[src/rtl/ddr4_cmd_sequencer.sv]
// Closed-page DDR4 command sequencer: one request at a time, ACT -> RD/WR -> PRE with fixed
// spacing, write data/strobe drive and registered read-data capture.
module ddr4_cmd_sequencer #(
  parameter int unsigned ADDRWIDTH  = 17,
  parameter int unsigned BGWIDTH    = 2,
  parameter int unsigned BAWIDTH    = 2,
  parameter int unsigned CADDRWIDTH = 10,
  parameter int unsigned DQWIDTH    = 72,
  parameter int unsigned DQSWIDTH   = 18,
  parameter int unsigned BL         = 8,
  parameter int unsigned TRCD       = 4,
  parameter int unsigned CL         = 4,
  parameter int unsigned CWL        = 3,
  parameter int unsigned TWR        = 4,
  parameter int unsigned TRP        = 4
) (
  input  logic                  clk_i,
  input  logic                  rst_ni,
  input  logic                  req_valid,
  output logic                  req_ready,
  input  logic                  req_we,
  input  logic [BGWIDTH-1:0]    req_bg,
  input  logic [BAWIDTH-1:0]    req_ba,
  input  logic [ADDRWIDTH-1:0]  req_row,
  input  logic [CADDRWIDTH-1:0] req_col,
  input  logic [DQWIDTH-1:0]    req_wdata,
  output logic                  rd_valid,
  output logic [DQWIDTH-1:0]    rd_data,
  output logic                  cke,
  output logic                  cs_n,
  output logic                  act_n,
  output logic [ADDRWIDTH-1:0]  A,
  output logic [BGWIDTH-1:0]    bg,
  output logic [BAWIDTH-1:0]    ba,
  output logic [DQWIDTH-1:0]    dq_out,
  input  logic [DQWIDTH-1:0]    dq_in,
  output logic                  dq_oe,
  output logic [DQSWIDTH-1:0]   dqs_t_out,
  output logic [DQSWIDTH-1:0]   dqs_c_out,
  output logic                  odt
);

  localparam int unsigned CntW = 8;
  localparam logic [CntW-1:0] One     = CntW'(1);
  // Gap states last (parameter - 1) cycles because the command cycle itself counts as one.
  localparam logic [CntW-1:0] TrcdGap = CntW'(TRCD - 1);
  localparam logic [CntW-1:0] ClGap   = CntW'(CL - 1);
  localparam logic [CntW-1:0] CwlGap  = CntW'(CWL - 1);
  localparam logic [CntW-1:0] BeatLd  = CntW'(BL / 2 - 1);
  localparam logic [CntW-1:0] TwrLd   = CntW'(TWR - 1);
  localparam logic [CntW-1:0] TrpLd   = CntW'(TRP - 1);

  typedef enum logic [3:0] {
    StIdle, StAct, StTrcd, StCas, StLat, StBurst, StTwr, StPre, StTrp
  } state_e;

  state_e               state_q, state_d;
  logic [CntW-1:0]      cnt_q, cnt_d;
  logic [CntW-1:0]      lat_gap;
  logic                 we_q;
  logic [BGWIDTH-1:0]   bg_q;
  logic [BAWIDTH-1:0]   ba_q;
  logic [ADDRWIDTH-1:0] row_q;
  logic [CADDRWIDTH-1:0] col_q;
  logic [DQWIDTH-1:0]   wdata_q;
  logic                 ph_q;
  logic                 accept;
  logic                 wr_beat;
  logic                 rd_beat;

  assign req_ready = cke && (state_q == StIdle);
  assign accept    = req_valid && req_ready;
  assign lat_gap   = we_q ? CwlGap : ClGap;
  assign wr_beat   = (state_q == StBurst) && we_q;
  assign rd_beat   = (state_q == StBurst) && !we_q;

  always_ff @(posedge clk_i or negedge rst_ni) begin
    if (!rst_ni) begin
      state_q <= StIdle;
      cnt_q   <= '0;
      cke     <= 1'b0;
      ph_q    <= 1'b0;
    end else begin
      state_q <= state_d;
      cnt_q   <= cnt_d;
      cke     <= 1'b1;
      ph_q    <= wr_beat ? ~ph_q : 1'b0;
    end
  end

  always_ff @(posedge clk_i or negedge rst_ni) begin
    if (!rst_ni) begin
      we_q    <= 1'b0;
      bg_q    <= '0;
      ba_q    <= '0;
      row_q   <= '0;
      col_q   <= '0;
      wdata_q <= '0;
    end else if (accept) begin
      we_q    <= req_we;
      bg_q    <= req_bg;
      ba_q    <= req_ba;
      row_q   <= req_row;
      col_q   <= req_col;
      wdata_q <= req_wdata;
    end
  end

  always_ff @(posedge clk_i or negedge rst_ni) begin
    if (!rst_ni) begin
      rd_valid <= 1'b0;
      rd_data  <= '0;
    end else begin
      rd_valid <= rd_beat;
      if (rd_beat) begin
        rd_data <= dq_in;
      end
    end
  end

  // Zero-length gap states are skipped so TRCD/CL/CWL of 1 still work.
  always_comb begin
    state_d = state_q;
    cnt_d   = cnt_q;
    unique case (state_q)
      StIdle: if (accept) state_d = StAct;
      StAct: begin
        if (TrcdGap == '0) begin
          state_d = StCas;
        end else begin
          state_d = StTrcd;
          cnt_d   = TrcdGap - One;
        end
      end
      StTrcd: begin
        if (cnt_q == '0) state_d = StCas;
        else             cnt_d   = cnt_q - One;
      end
      StCas: begin
        if (lat_gap == '0) begin
          state_d = StBurst;
          cnt_d   = BeatLd;
        end else begin
          state_d = StLat;
          cnt_d   = lat_gap - One;
        end
      end
      StLat: begin
        if (cnt_q == '0) begin
          state_d = StBurst;
          cnt_d   = BeatLd;
        end else begin
          cnt_d = cnt_q - One;
        end
      end
      StBurst: begin
        if (cnt_q != '0) begin
          cnt_d = cnt_q - One;
        end else if (we_q) begin
          state_d = StTwr;
          cnt_d   = TwrLd;
        end else begin
          state_d = StPre;
        end
      end
      StTwr: begin
        if (cnt_q == '0) state_d = StPre;
        else             cnt_d   = cnt_q - One;
      end
      StPre: begin
        state_d = StTrp;
        cnt_d   = TrpLd;
      end
      StTrp: begin
        if (cnt_q == '0) state_d = StIdle;
        else             cnt_d   = cnt_q - One;
      end
      default: state_d = StIdle;
    endcase
  end

  always_comb begin
    cs_n  = 1'b1;
    act_n = 1'b1;
    A     = '0;
    unique case (state_q)
      StAct: begin
        cs_n  = 1'b0;
        act_n = 1'b0;
        A     = row_q;
      end
      StCas: begin
        cs_n                = 1'b0;
        A[16:14]            = we_q ? 3'b100 : 3'b101;
        A[CADDRWIDTH-1:0]   = col_q;
      end
      StPre: begin
        cs_n     = 1'b0;
        A[16:14] = 3'b010;
      end
      default: ;
    endcase
  end

  assign bg        = bg_q;
  assign ba        = ba_q;
  assign dq_oe     = wr_beat;
  assign odt       = wr_beat;
  assign dq_out    = wr_beat ? wdata_q : '0;
  assign dqs_t_out = wr_beat ? {DQSWIDTH{ph_q}} : '1;
  assign dqs_c_out = ~dqs_t_out;

endmodule

[config.mk]
export PLATFORM = sky130hd
export DESIGN_NAME = ddr4_cmd_sequencer
export DESIGN_NICKNAME = d
export VERILOG_FILES = /design/src/rtl/ddr4_cmd_sequencer.sv
export SDC_FILE = /design/constraint.sdc
export NUM_CORES = 1
export LEC_CHECK = 0
export CAP_MARGIN = 20
export CELL_PAD_IN_SITES_DETAIL_PLACEMENT = 1
export CELL_PAD_IN_SITES_GLOBAL_PLACEMENT = 1
export CORE_UTILIZATION = 29
export CTS_CLUSTER_DIAMETER = 40
export DETAILED_ROUTE_END_ITERATION = 10
export GPL_ROUTABILITY_DRIVEN = 0
export PLACE_DENSITY = 0.76
export SLEW_MARGIN = 25
export SYNTH_ARGS = -nofsm -noshare
export SYNTH_HDL_FRONTEND = slang
export SYNTH_SLANG_ARGS = --single-unit
[constraint.sdc]
create_clock -name clk_i -period 2.3 [get_ports clk_i]
set_input_delay 0.23 -clock clk_i [delete_from_list [all_inputs] [get_ports clk_i]]
set_output_delay 0.23 -clock clk_i [all_outputs]
set_load 0.02 [all_outputs]
# [Word-level counts from Yosys, hierarchy flattened]
# Index checks and enable logic that the tools add are counted.
[op_classes] addsub=2 n_eq_ne=16 mux=25 bitwise_logic=2 n_reduce_logical=14
[ops] operator="$mux W72" n=1
[ops] operator="$pmux W8 S6" n=1
[ops] operator="$mux W8" n=5
[ops] operator="$pmux W4 S9" n=1
[ops] operator="$mux W4" n=7
[ops] operator="$pmux W10 S2" n=1
[ops] operator="$mux W18" n=1
[ops] operator="$not A18 Y18" n=1
[ops] operator="$eq A4 B3 Y1 const B" n=4
[ops] operator="$logic_not A8 Y1" n=2
[ops] operator="$ne A2 B2 Y1 const B" n=7
[ops] operator="$pmux W3 S3" n=1
[ops] operator="$eq A4 B2 Y1 const B" n=2
[ops] operator="$reduce_bool A8 Y1" n=1
[ops] operator="$sub A8 B1 Y8 const B" n=1
[ops] operator="$mux W1" n=7
[ops] operator="$reduce_and A6 Y1" n=1
[ops] operator="$reduce_bool A6 Y1" n=1
[ops] operator="$reduce_or A3 Y1" n=2
[ops] operator="$eq A4 B1 Y1 const B" n=1
[ops] operator="$eq A4 B4 Y1 const B" n=1
[ops] operator="$logic_and A1 B1 Y1" n=4
[ops] operator="$logic_not A4 Y1" n=1
[ops] operator="$ne A3 B2 Y1 const B" n=1
[ops] operator="other kinds (4)" n=4
[word_totals] register_bits=191 in_bits=179 out_inout_bits=208 wordCells=71

# [Longest topological paths before layout]
[logic_depth] depth_word=5 depth_mapped=8 ltp_nobuf=7

# [Least setup slack after synthesis]
# Ideal clock, no wire load.
[synth_path] path_kind="reg-to-output" startpoint="reg state_q[2]" endpoint="out dqs_c_out[10]" arrival_time_ps=2333 t_required_ps=2070 path_slack_ps=-263 stages_incl_launch_ff=9 n_path_buf=3 path_cell_list="dfrtp_1 > buf_2 > inv_1 > nor2_1 > and3_1 > clkbuf_1 > nand2b_1 > inv_1 > buf_4"
[synth_via] elab_chain_cells=4
[synth_lines] element="start: declaration" line="57" rtl="state_e state_q, state_d;"
[synth_lines] element="start signal: assignment" line="79" rtl="state_q <= StIdle;"
[synth_lines] element="start signal: assignment" line="84" rtl="state_q <= state_d;"
[synth_lines] element="$eq A4 B3 Y1" line="74" rtl="assign wr_beat = (state_q == StBurst) && we_q;"
[synth_lines] element="$logic_and A1 B1 Y1" line="74"
[synth_lines] element="$mux W18" line="210" rtl="assign dqs_t_out = wr_beat ? {DQSWIDTH{ph_q}} : '1;"
[synth_lines] element="$not A18 Y18" line="211" rtl="assign dqs_c_out = ~dqs_t_out;"
[synth_lines] element="end: declaration" line="39" rtl="output logic [DQSWIDTH-1:0] dqs_c_out,"
# Every way passes these cells.

# [Worst setup path after layout]
[layout_path] startpoint="reg state_q[2]" endpoint="out dq_out[8]"
[layout_via] elab_chain_cells=3
[layout_lines] element="$eq A4 B3 Y1" line="74"
[layout_lines] element="$logic_and A1 B1 Y1" line="74"
[layout_lines] element="$mux W72" line="209" rtl="assign dq_out = wr_beat ? wdata_q : '0;"
[layout_lines] element="end: declaration" line="35" rtl="output logic [DQWIDTH-1:0] dq_out,"
# Every way passes these cells.

==> reports/metrics.sh <==
SYNTH_SEQ_AREA_SHARE_PCT=56.3
CRITICAL-PATH-MAX-STAGE-DELAY_NS=0.38
PLACEMENT.IO_BUFFERS=386
FIRST_GLOBAL_VIAS=7053
VDD_DROP_MAX_uV=680
SYNTHDISTINCTLIBCELLS=44
IO_PINS=387
REMAINING_ANTENNA_VIOLATION_COUNT_AFTER_ROUTING=0
MAX-CLOCK-PATH-BUFFERS=2
FINALWIRELENGTH_UM=26300
ANTENNA_VIOLATIONS_BEFORE_REPAIR=1
INITIAL_CORE_UTIL_PCT=29.6
DIEAREA_UM2=29900
GRT_MAX_DEGREE=61
SYNTH_TOP_CELL_AREA_SHARE_PCT=56.3
R2R.WORST_PATH.CELLS=7
PWR_DENSITY_CELL_nW_PER_UM2=1310
CLOCK_SINK_COUNT=191
R2R-END='cnt_q[4]'
GRT.TOTAL_USAGE_PCT=17.7
MOST_NUMEROUS_CELL_IN_THE_YOSYS_NETLIST='sky130_fd_sc_hd__dfrtp_1'
DIE_HEIGHT_UM=173
TIMING.SETUP.TNS_NS=0
SYNTHTOLAYOUTAREAGROWTH_PCT=55.2
VIA_COUNT=6281
SYNTHCELLS=621
MAPPEDNETLISTNETS=801
HPWLAFTERDP_UM=19400
WORST-ENDPOINT-ARRIVAL_NS=2.01
NUMBER_OF_PLACEMENT_ROWS=62
FIRST_PASS_ITERATION_COUNT_OF_THE_DETAILED_ROUTER=4
UNREPAIRED_SETUP_ENDPOINTS_AFTER_GLOBAL_ROUTING='true'
SYNTH.CELL_AREA_UM2=8480
CRIT-REG2REG-LAUNCH='state_q[3]'
LAYOUT_WORST_PATH_CYCLE_SHARE_PCT=97.4
DRIVE_ABOVE_1_SHARE_PCT=32.9
MAXCAPVIOLCOUNT=0
NUMBER_OF_PINS_EXCEEDING_THEIR_MAX_SLEW_LIMIT_IN_THE_FINAL_REPORT=0
POWER_mW=17.3
MASTER_CELL_OF_THE_CLOCK_ROOT_BUFFER='sky130_fd_sc_hd__clkbuf_16'
CRIT_PATH_START_KIND='flop'
CELL_TYPE_WITH_THE_LARGEST_TOTAL_AREA_AFTER_SYNTHESIS='sky130_fd_sc_hd__dfrtp_1'
YOSYS_WARNINGS=0
TIMING.FINAL.CRIT_PERIOD_NS=2.24
FINALHOLDVIOLCOUNT=0
WORSTSKEWPAIRLATENCY_NS=0.44
SLOWEST_STAGE='sky130_fd_sc_hd__dfrtp_1'
NETS=1195
DETAIL_ROUTE.ITER0.VIOLATIONS=184
WIRE_PER_INST_UM=18.7
DIE_X_UM=173
CTS_TREE='yes'
SYNTH_COMMON_CELLS='sky130_fd_sc_hd__dfrtp_1, sky130_fd_sc_hd__mux2_2, sky130_fd_sc_hd__and2_1'
SYNTH_ENABLE_FLOP_CELLS=0
ANTENNA-DIODE-COUNT=0
CELL_BY_CELL_LISTING_OF_THE_CRITICAL_PATH='inv_1, nor2_2, and3_4, buf_12, clkbuf_16, and2_1, clkdlybuf4s15_1'
SYNTH-ASYNC-RESET-RATIO_PCT=100
AREA_CONTRIBUTORS_POST_SYNTH='sky130_fd_sc_hd__dfrtp_1, sky130_fd_sc_hd__mux2_2, sky130_fd_sc_hd__mux2_1'
TRITONCTS.NUM_BUFFERS=17
END_KIND='primary output'
STATIC_POWER_DUE_TO_LEAKAGE_nW=5.82
FIN_SKEW_NS=0.0216
DRC=0
FIRST_PASS_GRT_WIRE_LENGTH_UM=41000
GR-TOTAL-OVERFLOW=0
WORST_EP_REQUIRED_TIME_NS=2.07
CLKSLEWWORSTSETUPHOLDPATHS_NS=0.08
RUN_STATUS='finished, final reports clean'
MAX-SLEW-MARGIN-REL_PCT=62.6
SYNTHESIZED_AREA_DIVIDED_BY_SYNTHESIZED_CELL_COUNT_UM2=13.7
SETUP_VIOL_COUNT_FINAL=0
HOLD_CLASS='in2async'
CTS.HTREE.LEVELS=4
VIAS_PER_CELL=4.45
YS.FLOP_TYPE='sky130_fd_sc_hd__dfrtp_1'
TIMING.REG2REG.SETUP_SLACK_NS=0.15
TIMING.FMAX_MHz=447
YOSYS_REGISTER_BITS=191
WORST_SLEW_PIN_SLEW_NS=0.557
CORE_OUTLINE_AREA_UM2=28700
TIMING.SETUP.CRITICAL_PATH_CLASS='reg2out'
CRITICAL_PATH_PEAK_FANOUT=14
## per-layer routing
layer	global-route usage [%]	part of all wire [%]	vias to the layer above	routed length [um]
li1	-	-	2892	-
met1	20.4	39	3140	10300
met3	6.33	7.8	21	2070
met2	30.9	52	228	13700
met5	0	0	-	0
met4	4.50	1.2	0	319
## area by class of cell
type	count	area (um^2)
fillers	3056	15500
flip-flops and latches	191	4780
repair buffers	443	4070
multi-input cells	347	3170
well taps	384	480
clock buffers	18	429
clock inverters	14	166
inverters	12	48.8
repair inverters	3	22.5
## per-stage QoR
stage,area (um^2),cells,worst slack [ns],util [%],hold slack [ns]
floorplan,8490,621,0.144,-,-0.0656
global placement,12800,1363,0.0926,44.5,0.268
detailed placement,12800,1363,0.0648,44.5,0.267
CTS,13400,1404,0.000147,46.7,0.359
global route,13200,1412,-0.0490,45.9,0.362
finish,13200,1412,0.0604,45.9,0.360
## logic make-up (layout without fill, tap and decap cells)
family	Yosys count	count (layout)	synth area share [%]
mux	179	179	23.7
flops	191	191	56.3
other cells	1	1	0.0442
compound gates	47	47	3.98
fa+ha+maj	1	1	0.147
xor+xnor	3	3	0.310
buf+inv	83	490	6.89
simple gates	116	116	8.57
## repair_timing
action                     CTS  global route
setup endpoints to repair  128            96
pin swaps                    1             3
resized for setup          332           122
hold endpoints to repair    53             0
hold buffers                 1             0
setup buffers                5             6
gates cloned                 3             2
## power by group
group	leakage [nW]	internal, mW	total (mW)	switching (mW)
Combinational	3.25	4.34	8.40	4.06
Clock	0.285	1.47	3.00	1.53
Sequential	2.29	5.03	5.88	0.848
## sequential cells by signal (all words and copies together), names as in the netlist
register,count
cke,1
ba,2
we_q,1
cnt_q,8
bg,2
col_q,10
rd_data,72
row_q,17
ph_q,1
wdata_q,72
rd_valid,1
state_q,4
## placed cells by master, fill, tap and decap left out, types with 8 or more instances in the layout
cell type / count
sky130_fd_sc_hd__dfrtp_1: 191
sky130_fd_sc_hd__clkbuf_16: 19
sky130_fd_sc_hd__buf_12: 15
sky130_fd_sc_hd__buf_4: 45
sky130_fd_sc_hd__o21ai_0: 10
sky130_fd_sc_hd__mux2_2: 116
sky130_fd_sc_hd__and2_1: 76
sky130_fd_sc_hd__nor2_1: 9
sky130_fd_sc_hd__a21oi_1: 14
sky130_fd_sc_hd__clkdlybuf4s50_1: 255
sky130_fd_sc_hd__a22o_1: 9
sky130_fd_sc_hd__mux2_1: 60
sky130_fd_sc_hd__buf_2: 57
sky130_fd_sc_hd__clkdlybuf4s15_2: 17
sky130_fd_sc_hd__dlygate4sd2_1: 8
sky130_fd_sc_hd__clkbuf_2: 34
sky130_fd_sc_hd__inv_1: 11
## worst max-delay path, delay by kind of cell (launching register included)
kind | cells | cell delay (ns)
buffers and inverters | 4 | 0.66
and+or+nand+nor | 3 | 0.56
DFF | 1 | 0.38
## worst max-delay path by stage
stage	cells after the start	end	startpoint	slack, ns
global placement	5	A[4]	state_q[3]	0.09
CTS	6	A[5]	state_q[1]	0.0001
detailed placement	7	dqs_c_out[12]	state_q[2]	0.06
finish	7	dq_out[8]	state_q[2]	0.06
floorplan	8	dqs_c_out[10]	state_q[2]	0.14
global route	7	dq_out[8]	state_q[0]	-0.05
Power figures use the tool's default switching activity.
